<file path="src/rtl/nr_mem_arb_pkg.sv">
// Shared constants for the data-memory arbiter: state codes, requester ids,
// default bus widths and the supported read-latency range.
package nr_mem_arb_pkg;
    localparam int ADDR_W_DEF = 8;
    localparam int DATA_W_DEF = 8;
    localparam int RD_LAT_MIN = 1;
    localparam int RD_LAT_MAX = 4;
    localparam int CNT_W      = $clog2(RD_LAT_MAX);

    localparam logic [1:0] ST_IDLE  = 2'd0;
    localparam logic [1:0] ST_ISSUE = 2'd1;
    localparam logic [1:0] ST_WAIT  = 2'd2;
    localparam logic [1:0] ST_RESP  = 2'd3;

    localparam logic REQ0 = 1'b0;
    localparam logic REQ1 = 1'b1;
endpackage

</file>
<file path="src/rtl/nr_rr_pick.sv">
// Two-way round-robin picker; prio names the requester that wins a tie.
module nr_rr_pick
    import nr_mem_arb_pkg::*;
(
    input  logic valid0,
    input  logic valid1,
    input  logic prio,
    output logic grant0,
    output logic grant1,
    output logic any
);
    assign grant0 = valid0 && (!valid1 || prio == REQ0);
    assign grant1 = valid1 && (!valid0 || prio == REQ1);
    assign any    = valid0 || valid1;
endmodule

</file>
<file path="src/rtl/nr_mem_arbiter.sv">
// Two-requester arbiter and access sequencer for the data memory. One command
// is in flight at a time; each command gets a single-cycle response pulse.
module nr_mem_arbiter
    import nr_mem_arb_pkg::*;
#(
    parameter int ADDR_W = ADDR_W_DEF,
    parameter int DATA_W = DATA_W_DEF,
    parameter int RD_LAT = 1
) (
    input  logic              clk,
    input  logic              clr,
    input  logic              req0_valid,
    input  logic              req0_wr,
    input  logic [ADDR_W-1:0] req0_addr,
    input  logic [DATA_W-1:0] req0_wdata,
    output logic              req0_ready,
    output logic              rsp0_valid,
    output logic [DATA_W-1:0] rsp0_rdata,
    input  logic              req1_valid,
    input  logic              req1_wr,
    input  logic [ADDR_W-1:0] req1_addr,
    input  logic [DATA_W-1:0] req1_wdata,
    output logic              req1_ready,
    output logic              rsp1_valid,
    output logic [DATA_W-1:0] rsp1_rdata,
    output logic [ADDR_W-1:0] mem_adr_in,
    output logic [DATA_W-1:0] mem_in0,
    output logic              mem_can_wrt,
    output logic [ADDR_W-1:0] mem_adr_out,
    output logic              mem_can_rd,
    input  logic [DATA_W-1:0] mem_out0,
    output logic              busy
);
    // Out-of-range latencies are clamped to what the wait counter can hold.
    localparam int LAT = (RD_LAT < RD_LAT_MIN) ? RD_LAT_MIN :
                         (RD_LAT > RD_LAT_MAX) ? RD_LAT_MAX : RD_LAT;

    typedef struct packed {
        logic              wr;
        logic              owner;
        logic [ADDR_W-1:0] addr;
        logic [DATA_W-1:0] wdata;
    } cmd_t;

    logic [1:0]       state;
    logic             prio;
    logic [CNT_W-1:0] cnt;
    cmd_t             cmd;
    logic [DATA_W-1:0] rdata_q;
    logic grant0, grant1, any_valid, accept, active, resp;

    nr_rr_pick u_pick (
        .valid0 (req0_valid),
        .valid1 (req1_valid),
        .prio   (prio),
        .grant0 (grant0),
        .grant1 (grant1),
        .any    (any_valid)
    );

    // Ready is gated by clr so nothing is offered while reset is held.
    assign accept     = (state == ST_IDLE) && !clr && any_valid;
    assign req0_ready = accept && grant0;
    assign req1_ready = accept && grant1;

    always_ff @(posedge clk or posedge clr) begin
        if (clr) begin
            state   <= ST_IDLE;
            prio    <= REQ0;
            cnt     <= '0;
            cmd     <= '0;
            rdata_q <= '0;
        end else begin
            case (state)
                ST_IDLE: begin
                    if (accept) begin
                        cmd.wr    <= grant1 ? req1_wr    : req0_wr;
                        cmd.addr  <= grant1 ? req1_addr  : req0_addr;
                        cmd.wdata <= grant1 ? req1_wdata : req0_wdata;
                        cmd.owner <= grant1 ? REQ1 : REQ0;
                        prio      <= grant1 ? REQ0 : REQ1;
                        state     <= ST_ISSUE;
                    end
                end
                ST_ISSUE: begin
                    if (cmd.wr) begin
                        state <= ST_RESP;
                    end else if (LAT == 1) begin
                        rdata_q <= mem_out0;
                        state   <= ST_RESP;
                    end else begin
                        cnt   <= CNT_W'(LAT - 1);
                        state <= ST_WAIT;
                    end
                end
                ST_WAIT: begin
                    cnt <= cnt - 1'b1;
                    if (cnt == CNT_W'(1)) begin
                        rdata_q <= mem_out0;
                        state   <= ST_RESP;
                    end
                end
                ST_RESP: state <= ST_IDLE;
                default: state <= ST_IDLE;
            endcase
        end
    end

    assign active      = (state == ST_ISSUE) || (state == ST_WAIT);
    assign resp        = (state == ST_RESP);
    assign mem_adr_in  = active ? cmd.addr  : '0;
    assign mem_adr_out = active ? cmd.addr  : '0;
    assign mem_in0     = active ? cmd.wdata : '0;
    assign mem_can_wrt = (state == ST_ISSUE) && cmd.wr;
    assign mem_can_rd  = active && !cmd.wr;
    assign busy        = (state != ST_IDLE);

    assign rsp0_valid = resp && (cmd.owner == REQ0);
    assign rsp1_valid = resp && (cmd.owner == REQ1);
    assign rsp0_rdata = (rsp0_valid && !cmd.wr) ? rdata_q : '0;
    assign rsp1_rdata = (rsp1_valid && !cmd.wr) ? rdata_q : '0;
endmodule

</file>
<file path="config.mk">
export PLATFORM = sky130hd
export DESIGN_NAME = nr_mem_arbiter
export DESIGN_NICKNAME = d
export VERILOG_FILES = /design/src/rtl/nr_mem_arb_pkg.sv /design/src/rtl/nr_rr_pick.sv /design/src/rtl/nr_mem_arbiter.sv
export SDC_FILE = /design/constraint.sdc
export NUM_CORES = 1
export LEC_CHECK = 0
export CAP_MARGIN = 20
export CORE_MARGIN = 2
export CORE_UTILIZATION = 43
export DETAILED_ROUTE_END_ITERATION = 8
export PLACE_DENSITY_LB_ADDON = 0.08
export SYNTH_ARGS = -nofsm -noshare
export SYNTH_HDL_FRONTEND = slang
export SYNTH_SLANG_ARGS = --single-unit
</file>
<file path="constraint.sdc">
create_clock -name clk -period 2.8 [get_ports clk]
set_input_delay 0.56 -clock clk [delete_from_list [all_inputs] [get_ports clk]]
set_output_delay 0.56 -clock clk [all_outputs]
set_load 0.1 [all_outputs]
</file>
==> impl_results.md, run 1 <==
- Library cells used by synthesis: 28
- DRT antenna net count: 0
- Fill count: 223
- WP data required: 2240 ps
- CTS Sinks: 31
- Hold path depth: 1
- Startpoint types: register
- Max_cap viols: 0
- Number of setup buffers added after CTS: 0
- Arrival time worst endpoint: 1890 ps
- Least-Margin Pin Slew: 735.5 ps
- Vias after detailed routing: 1,517
- ANT cells: 0
- Post-DP HPWL: 3742 µm
- Critical Path Sink Type: primary output
- RSZ-0062 raised after global routing: false
- Vias per inst: 5.160
- Core area: 4000 µm²
- Global-route wire length before repair: ~7600 µm
- Count of final hold-check violations: 0
- Yosys reg bits: 31
- Ys flop type: dfrtp_1
- Fin. max-slew vios: 0
- Fmax: 407.7 MHz
- Setup tns final: 0 ps
- GRT Overall Usage: 22.20%
- Root Buffer: clkbuf_8
- Cts hold-fix bufs: 0
- I/O Buffers: 92
- Largest net degree at the start of global routing: 32
- EDFF count, synth: 0
- Clock skew: around 11 ps
- Post-CTS sizing: 0
- R2R depth: 5
- Worst path slowest cell: ha_1
- Routed WL: roughly 4800 µm
- Initial antenna violation count: 0
- R2R Path End: cmd[12]
- Full die area: 4681 µm²
- Final Net Count: between 200 and 300
- Final setup fails: 0
- Synth Warn #: 0
- Critical R2R Launch: state[0]
- Hold Crit Class: register to register
- Status: finished clean
- Critical path class: register to primary output
- Final GP Congestion: 0.7900
- Final Critical Period: about 2500 ps
- Initial DRC Count: 71
- H-tree Lvls: 2
- TritonCTS buffer count: 5
- Mean post-synth cell area: 11.36 µm²
- Vias in the first global route: 1,574
- Hold EP: cnt[0]
- Grt ovf: 0
- Clock buffer depth: 2
- FF-to-FF setup slack: slightly below 900 ps
- CP max FO: 18
- Clock transition at path regs: 70 ps
- Synthesized area: 1784 µm²
- Most common cell after layout, fill and taps aside: clkdlybuf4s50_1
- Max incr delay on CP: 590 ps
- Layout cells sized above 1: a little under two fifths
- Syn nets: around 210
- Synth async-reset ratio: 100.0%
- Most frequent cells in the layout: clkdlybuf4s50_1, buf_12, dfrtp_1, and2_1, o21a_1
- Min-delay src: cnt[0]
- Initial Util: 44.60%
- Die Y: around 70 µm
- Post-synthesis instance total: 157
- Slew margin rel.: 50.92%
- DRT Pass-1 Iters: 4
- Clock Latency Late Sink: just under 300 ps
- CP Cell Sequence: inv_1, ha_1, nor2b_1, buf_12
- Final period util: ~88%
- Die width: 68.42 µm
- Area Growth Syn to Fin: 79.66%
- Wirelength per Cell: 16.42 µm
- Rows: 23
- I/O pins: 93
- CTS tree: done
- Detailed-route DRC error count: 0
- Register area share after synthesis: 43.48%
worst max path at each step:
stage,start,end,slack [ps],cells past startpoint
after floorplan,state[0],mem_adr_out[4],40,5
after global placement,clr,cmd[13],550,4
after detailed placement,clr,cmd[12],480,4
after CTS,state[0],mem_can_rd,320,4
after global routing,state[1],rsp0_rdata[2],180,5
final,state[0],mem_can_rd,350,4
registers in the layout, summed over array words and instances, names as in the netlist:
signal / count
state: 2
cnt: 2
cmd: 18
rdata_q: 8
prio: 1
worst max-delay path: cells and delay by family (launching register included):
kind | cells | cell delay, ps
and+or+nand+nor | 1 | 330
DFF | 1 | 380
buffers and inverters | 2 | 310
adders and majority gates | 1 | 590
cell type report:
| cell class | count | area, µm² | area share (%) |
|---|---|---|---|
| clock buffer | 6 | 82.58 | 2.576 |
| clock inverter | 2 | 35.03 | 1.093 |
| inverter | 5 | 18.77 | 0.5855 |
| multi-input combinational | 105 | 867.1 | 27.05 |
| sequential | 31 | 775.7 | 24.20 |
| tap | 50 | 62.56 | 1.952 |
| timing repair buffer | 95 | 1364 | 42.55 |
Yosys cell counts, types with 2 or more instances:
cell type / count / share of area (%)
inv_1: 5 / 1.1
and2_1: 34 / 12
dfrtp_1: 31 / 43
a221o_1: 9 / 5.0
mux2_2: 9 / 5.7
nand2_1: 2 / 0.42
buf_6: 5 / 3.2
nor2_1: 2 / 0.42
a221o_2: 8 / 5.0
o21ba_2: 2 / 1.1
buf_4: 8 / 3.4
nor2b_1: 5 / 1.8
nand2b_1: 2 / 0.70
ha_1: 5 / 3.5
o21a_1: 17 / 7.2
per-layer routing:
layer / part of all wire, % / track usage [%] / wire [µm] / vias to the layer above
met5: 0 / 0 / 0 / -
met4: 1.4 / 5.250 / 70 / 0
met3: 6.3 / 6.086 / 306 / 10
met2: 53 / 38.34 / 2547 / 65
met1: 39 / 27.35 / 1904 / 729
li1: - / - / - / 713
kinds of logic (layout without fill, tap and decap cells):
logic type / after synthesis / after routing / share of synthesized area, %
AO/OA/AOI/OAI: 39 / 39 / 19.35
XOR/XNOR: 1 / 1 / 0.4910
adder cells (fa/ha/maj): 5 / 5 / 3.506
buffers and inverters: 21 / 108 / 8.905
flip-flops: 31 / 31 / 43.48
multiplexers: 10 / 10 / 6.241
AND/OR/NAND/NOR: 50 / 50 / 18.02
per-stage QoR:
step / setup slack, ps / cells / hold slack, ps / util, % / area [µm²]
floorplan: 35.18 / 157 / 444.8 / - / 1802
global placement: 551.8 / 286 / 458.0 / 77.20 / 3088
detailed placement: 482.3 / 286 / 473.3 / 77.20 / 3088
CTS: 321.8 / 294 / 487.0 / 80.14 / 3206
global route: 183.0 / 294 / 514.9 / 80.14 / 3206
finish: 347.2 / 294 / 486.7 / 80.14 / 3206
Power of run 1 is left out: the tool's default activity adds up to more than one toggle a clock period on the data nets, which glitch-free logic cannot reach.
==> run 2, diff against run 1 <==
CORE_ASPECT_RATIO = 1.25   (was not set)
==> impl_results.md, run 2 (synthesized netlist as in run 1, its figures left out) <==
- Status: finished clean
- I/O Buffers: between 90 and 100
- Detailed-route DRC error count: 0
- Most flops, register: cmd
- Clock Latency Late Sink: between 200 and 300 ps
- Most used routing layer: met2
- Setup tns final: 0 ps
- DRT Pass-1 Iters: 4
- Number of setup buffers added after CTS: 0
- Clock transition at path regs: around 60 ps
- Largest net degree at the start of global routing: 19
- Sequential cell area: between 700 and 800 µm²
- Cts hold-fix bufs: 0
- Initial DRC Count: 40
- Grt met1 use: 25.25%
- GRT met2 Usage: about 40%
- M3 GR Usage: under 10%
- RSZ-0062 raised after global routing: false
- Most common cell after layout, fill and taps aside: clkdlybuf4s50_1
- WP data required: between 2000 and 2500 ps
- Most frequent cells in the layout: clkdlybuf4s50_1, buf_12, dfrtp_1, and2_1, o21a_1
- Wirelength per Cell: 16.24 µm
- CP Cell Sequence: inv_1, ha_1, and2_1, buf_12
- Core area: roughly 4000 µm²
- Final Critical Period: 2468 ps
- Fmax: 405.1 MHz
- Global-route wire length before repair: just over 8000 µm
- Final Net Count: just under 300
- Routed WL: 4873 µm
- Post-DP HPWL: roughly 3900 µm
- Placed Cells: 292
- Critical path class: register to primary output
- CTS Sinks: 31
- Final instance area: 3177 µm²
- Vias per inst: 5.207
- Max_cap viols: 0
- Area Growth Syn to Fin: 78.05%
- Full die area: between 4000 and 5000 µm²
- ANT cells: 0
- Final cell count without fillers: 300
- Dpl cell area: 3095 µm²
- Clock skew: 2.966 ps
- H-tree Lvls: 2
- Vias after detailed routing: 1,562
- Post-CTS sizing: 0
- Max incr delay on CP: 600 ps
- Max reg flops: 18
- DRT antenna net count: 0
- Hold Crit Class: register to register
- Fin. max-slew vios: 0
- Biggest regs: cmd x18, rdata_q x8
- GRT Overall Usage: 23.02%
- Clock buffer depth: 2
- Critical Path Sink Type: primary output
- Startpoint types: register
- Initial Util: 44.23%
- Initial antenna violation count: 0
- Root Buffer: clkbuf_8
- Final GP Congestion: 0.7750
- Worst path slowest cell: ha_1
- Final core utilization: about four fifths
- TritonCTS buffer count: 5
- Die Y: between 70 and 80 µm
- CTS tree: done
- Count of final hold-check violations: 0
- Rows: 26
- Fill count: between 200 and 300
- Die width: 61.62 µm
- Footprint of the multi-input gates: 867.1 µm²
- Arrival time worst endpoint: 1910 ps
- I/O pins: 93
- Final period util: 88.16%
- Vias in the first global route: 1,704
- Slew margin rel.: roughly half
- Least-Margin Pin Slew: ~740 ps
- Final setup fails: 0
- CP max FO: 18
- Layout cells sized above 1: 36.07%
- Grt ovf: 0
run 2: worst paths after layout:
path | startpoint | endpoint | slack [ps] | depth (start not counted)
hold / removal | cnt[0] | cnt[0] | 480 | 1
min in group asynchronous | clr | cmd[1] | 810 | 2
setup reg to reg | state[0] | cmd[10] | 930 | 5
max in group asynchronous | clr | cmd[10] | 1320 | 3
hold reg to reg | cnt[0] | cnt[0] | 480 | 1
setup / recovery | state[0] | mem_adr_out[1] | 330 | 4
run 2: worst max-delay path, delay by kind of cell, from the launching register on:
family	cells	cell delay, ps
adder cells (fa/ha/maj)	1	600
flip-flops	1	380
AND/OR/NAND/NOR	1	330
buffers and inverters	2	300
run 2: stage by stage:
| stage | hold WS, ps | worst slack [ps] |
|---|---|---|
| floorplan | 444.8 | 35.18 |
| global placement | 458.0 | 557.4 |
| detailed placement | 466.1 | 507.2 |
| CTS | 476.8 | 327.4 |
| global route | 502.8 | 241.6 |
| finish | 479.8 | 331.6 |
run 2: area by class of cell:
cell class | count | area share (%)
tap | 56 | 2.206
clock buffer | 7 | 2.403
inverter | 5 | 0.5908
multi-input combinational | 105 | 27.29
clock inverter | 1 | 0.1575
timing repair buffer | 95 | 42.93
sequential | 31 | 24.42
run 2: layer usage:
metal / vias to the layer above / part of all wire [%]
met5: - / 0
met3: 11 / 6.3
li1: 715 / -
met2: 75 / 56
met4: 0 / 2.7
met1: 761 / 35
Power of run 2 is left out for the same reason.
==> run 3, diff against run 2 <==
CORE_MARGIN = 1   (was 2)
==> impl_results.md, run 3 (synthesized netlist as in run 1, its figures left out) <==
- CTS Sinks: 31
- Vias in the first global route: roughly 1,700
- WHS: 483.7 ps
- ANT cells: 0
- Startpoint types: register
- Slew margin rel.: 46.51%
- Arrival time worst endpoint: between 1500 and 2000 ps
- Core area: about 3900 µm²
- Vias after detailed routing: 1,562
- R2R Path End: cmd[10]
- Clock Latency Late Sink: approximately 280 ps
- GRT Overall Usage: 23.69%
- Placed Cells: 290
- Count of final hold-check violations: 0
- Status: finished clean
- Full die area: 4413 µm²
- Detailed-route DRC error count: 0
- Hold path depth: 1
- DRT Pass-1 Iters: 4
- Final cell count without fillers: 296
- Hold EP: cnt[0]
- Most flops, register: cmd
- H-tree Lvls: 2
- Critical Path Sink Type: primary output
- Min-delay src: cnt[0]
- Area Growth Syn to Fin: 77.42%
- Global-route wire length before repair: 7728 µm
- Die width: 59.62 µm
- Max reg flops: 18
- CP max FO: 18
- TritonCTS buffer count: 5
- Final Net Count: 294
- Clock transition at path regs: 60 ps
- Rows: 25
- Sequential cell area: 775.7 µm²
- Least-Margin Pin Slew: 801.4 ps
- Most common cell after layout, fill and taps aside: clkdlybuf4s50_1
- Fin. max-slew vios: 0
- CTS tree: done
- Wirelength per Cell: 16.13 µm
- R2R depth: 5
- Hold Crit Class: register to register
- Post-DP HPWL: 3710 µm
- WP data required: approximately 2200 ps
- Fill count: 262
- Max_cap viols: 0
- Final setup fails: 0
- DRT antenna net count: 0
- Biggest regs: cmd x18, rdata_q x8
- RSZ-0062 raised after global routing: false
- Setup tns final: 0 ps
- FF-to-FF setup slack: 880 ps
- Initial antenna violation count: 0
- Layout cells sized above 1: 35.95%
- Die Y: 74.02 µm
- Post-CTS sizing: 0
- Clock skew: 2.699 ps
- Initial Util: 46.00%
- Final Critical Period: 2473 ps
- Most frequent cells in the layout: clkdlybuf4s50_1, buf_12, dfrtp_1, and2_1, o21a_1
- Vias per inst: 5.277
- Critical R2R Launch: state[1]
- Largest net degree at the start of global routing: 20
- Root Buffer: clkbuf_8
- Initial DRC Count: 31
- Footprint of the multi-input gates: a little under 900 µm²
- Critical path class: register to primary output
- I/O Buffers: 92
- I/O pins: 93
- Fmax: between 400 and 500 MHz
- Routed WL: around 4800 µm
- Final period util: 88.33%
- Final GP Congestion: roughly 0.75
- Number of setup buffers added after CTS: 0
- Clock buffer depth: 2
- Grt ovf: 0
- Cts hold-fix bufs: 0
-- run 3: changes by cell type in the layout (fill, tap and decap cells not counted) --
cell / delta
clkbuf_1: -1
clkinv_2: -1
-- run 3: final cells by class --
| cell class | count | share of cell area (%) |
|---|---|---|
| tap | 54 | 2.134 |
| multi-input combinational | 105 | 27.39 |
| sequential | 31 | 24.51 |
| timing repair buffer | 95 | 43.08 |
| inverter | 5 | 0.5929 |
| clock buffer | 6 | 2.292 |
-- run 3: worst max-delay path: stages (launching register included) --
cell and delay, ps:
dfrtp_1 400, inv_1 100, ha_1 600, and2_1 330, buf_12 210
-- run 3: how the worst max path moves through the flow --
stage / start / endpoint / slack, ps / cells after the start
floorplan: state[0] / mem_adr_out[4] / 40 / 5
global placement: clr / cmd[14] / 560 / 4
detailed placement: clr / cmd[10] / 470 / 4
CTS: state[1] / mem_adr_out[5] / 330 / 4
global route: state[1] / rsp1_rdata[0] / 200 / 5
finish: state[1] / mem_adr_out[1] / 330 / 4
-- run 3: stage by stage --
| stage | worst slack [ps] | utilization (%) | instance area [µm²] |
|---|---|---|---|
| finish | 326.7 | 81.61 | 3166 |
| global route | 197.3 | 81.61 | 3166 |
| CTS | 327.2 | 81.61 | 3166 |
| detailed placement | 468.8 | 79.74 | 3093 |
| global placement | 555.1 | 79.74 | 3093 |
| floorplan | 35.18 | - | 1802 |
-- run 3: metal layers --
layer / share of wire, % / GRT usage, % / up-vias
li1: - / - / 715
met1: 37 / 25.11 / 768
met2: 55 / 44.19 / 66
met3: 6.0 / 6.087 / 13
met4: 2.1 / 9.302 / 0
met5: 0 / 0 / -
Power of run 3 is left out for the same reason.
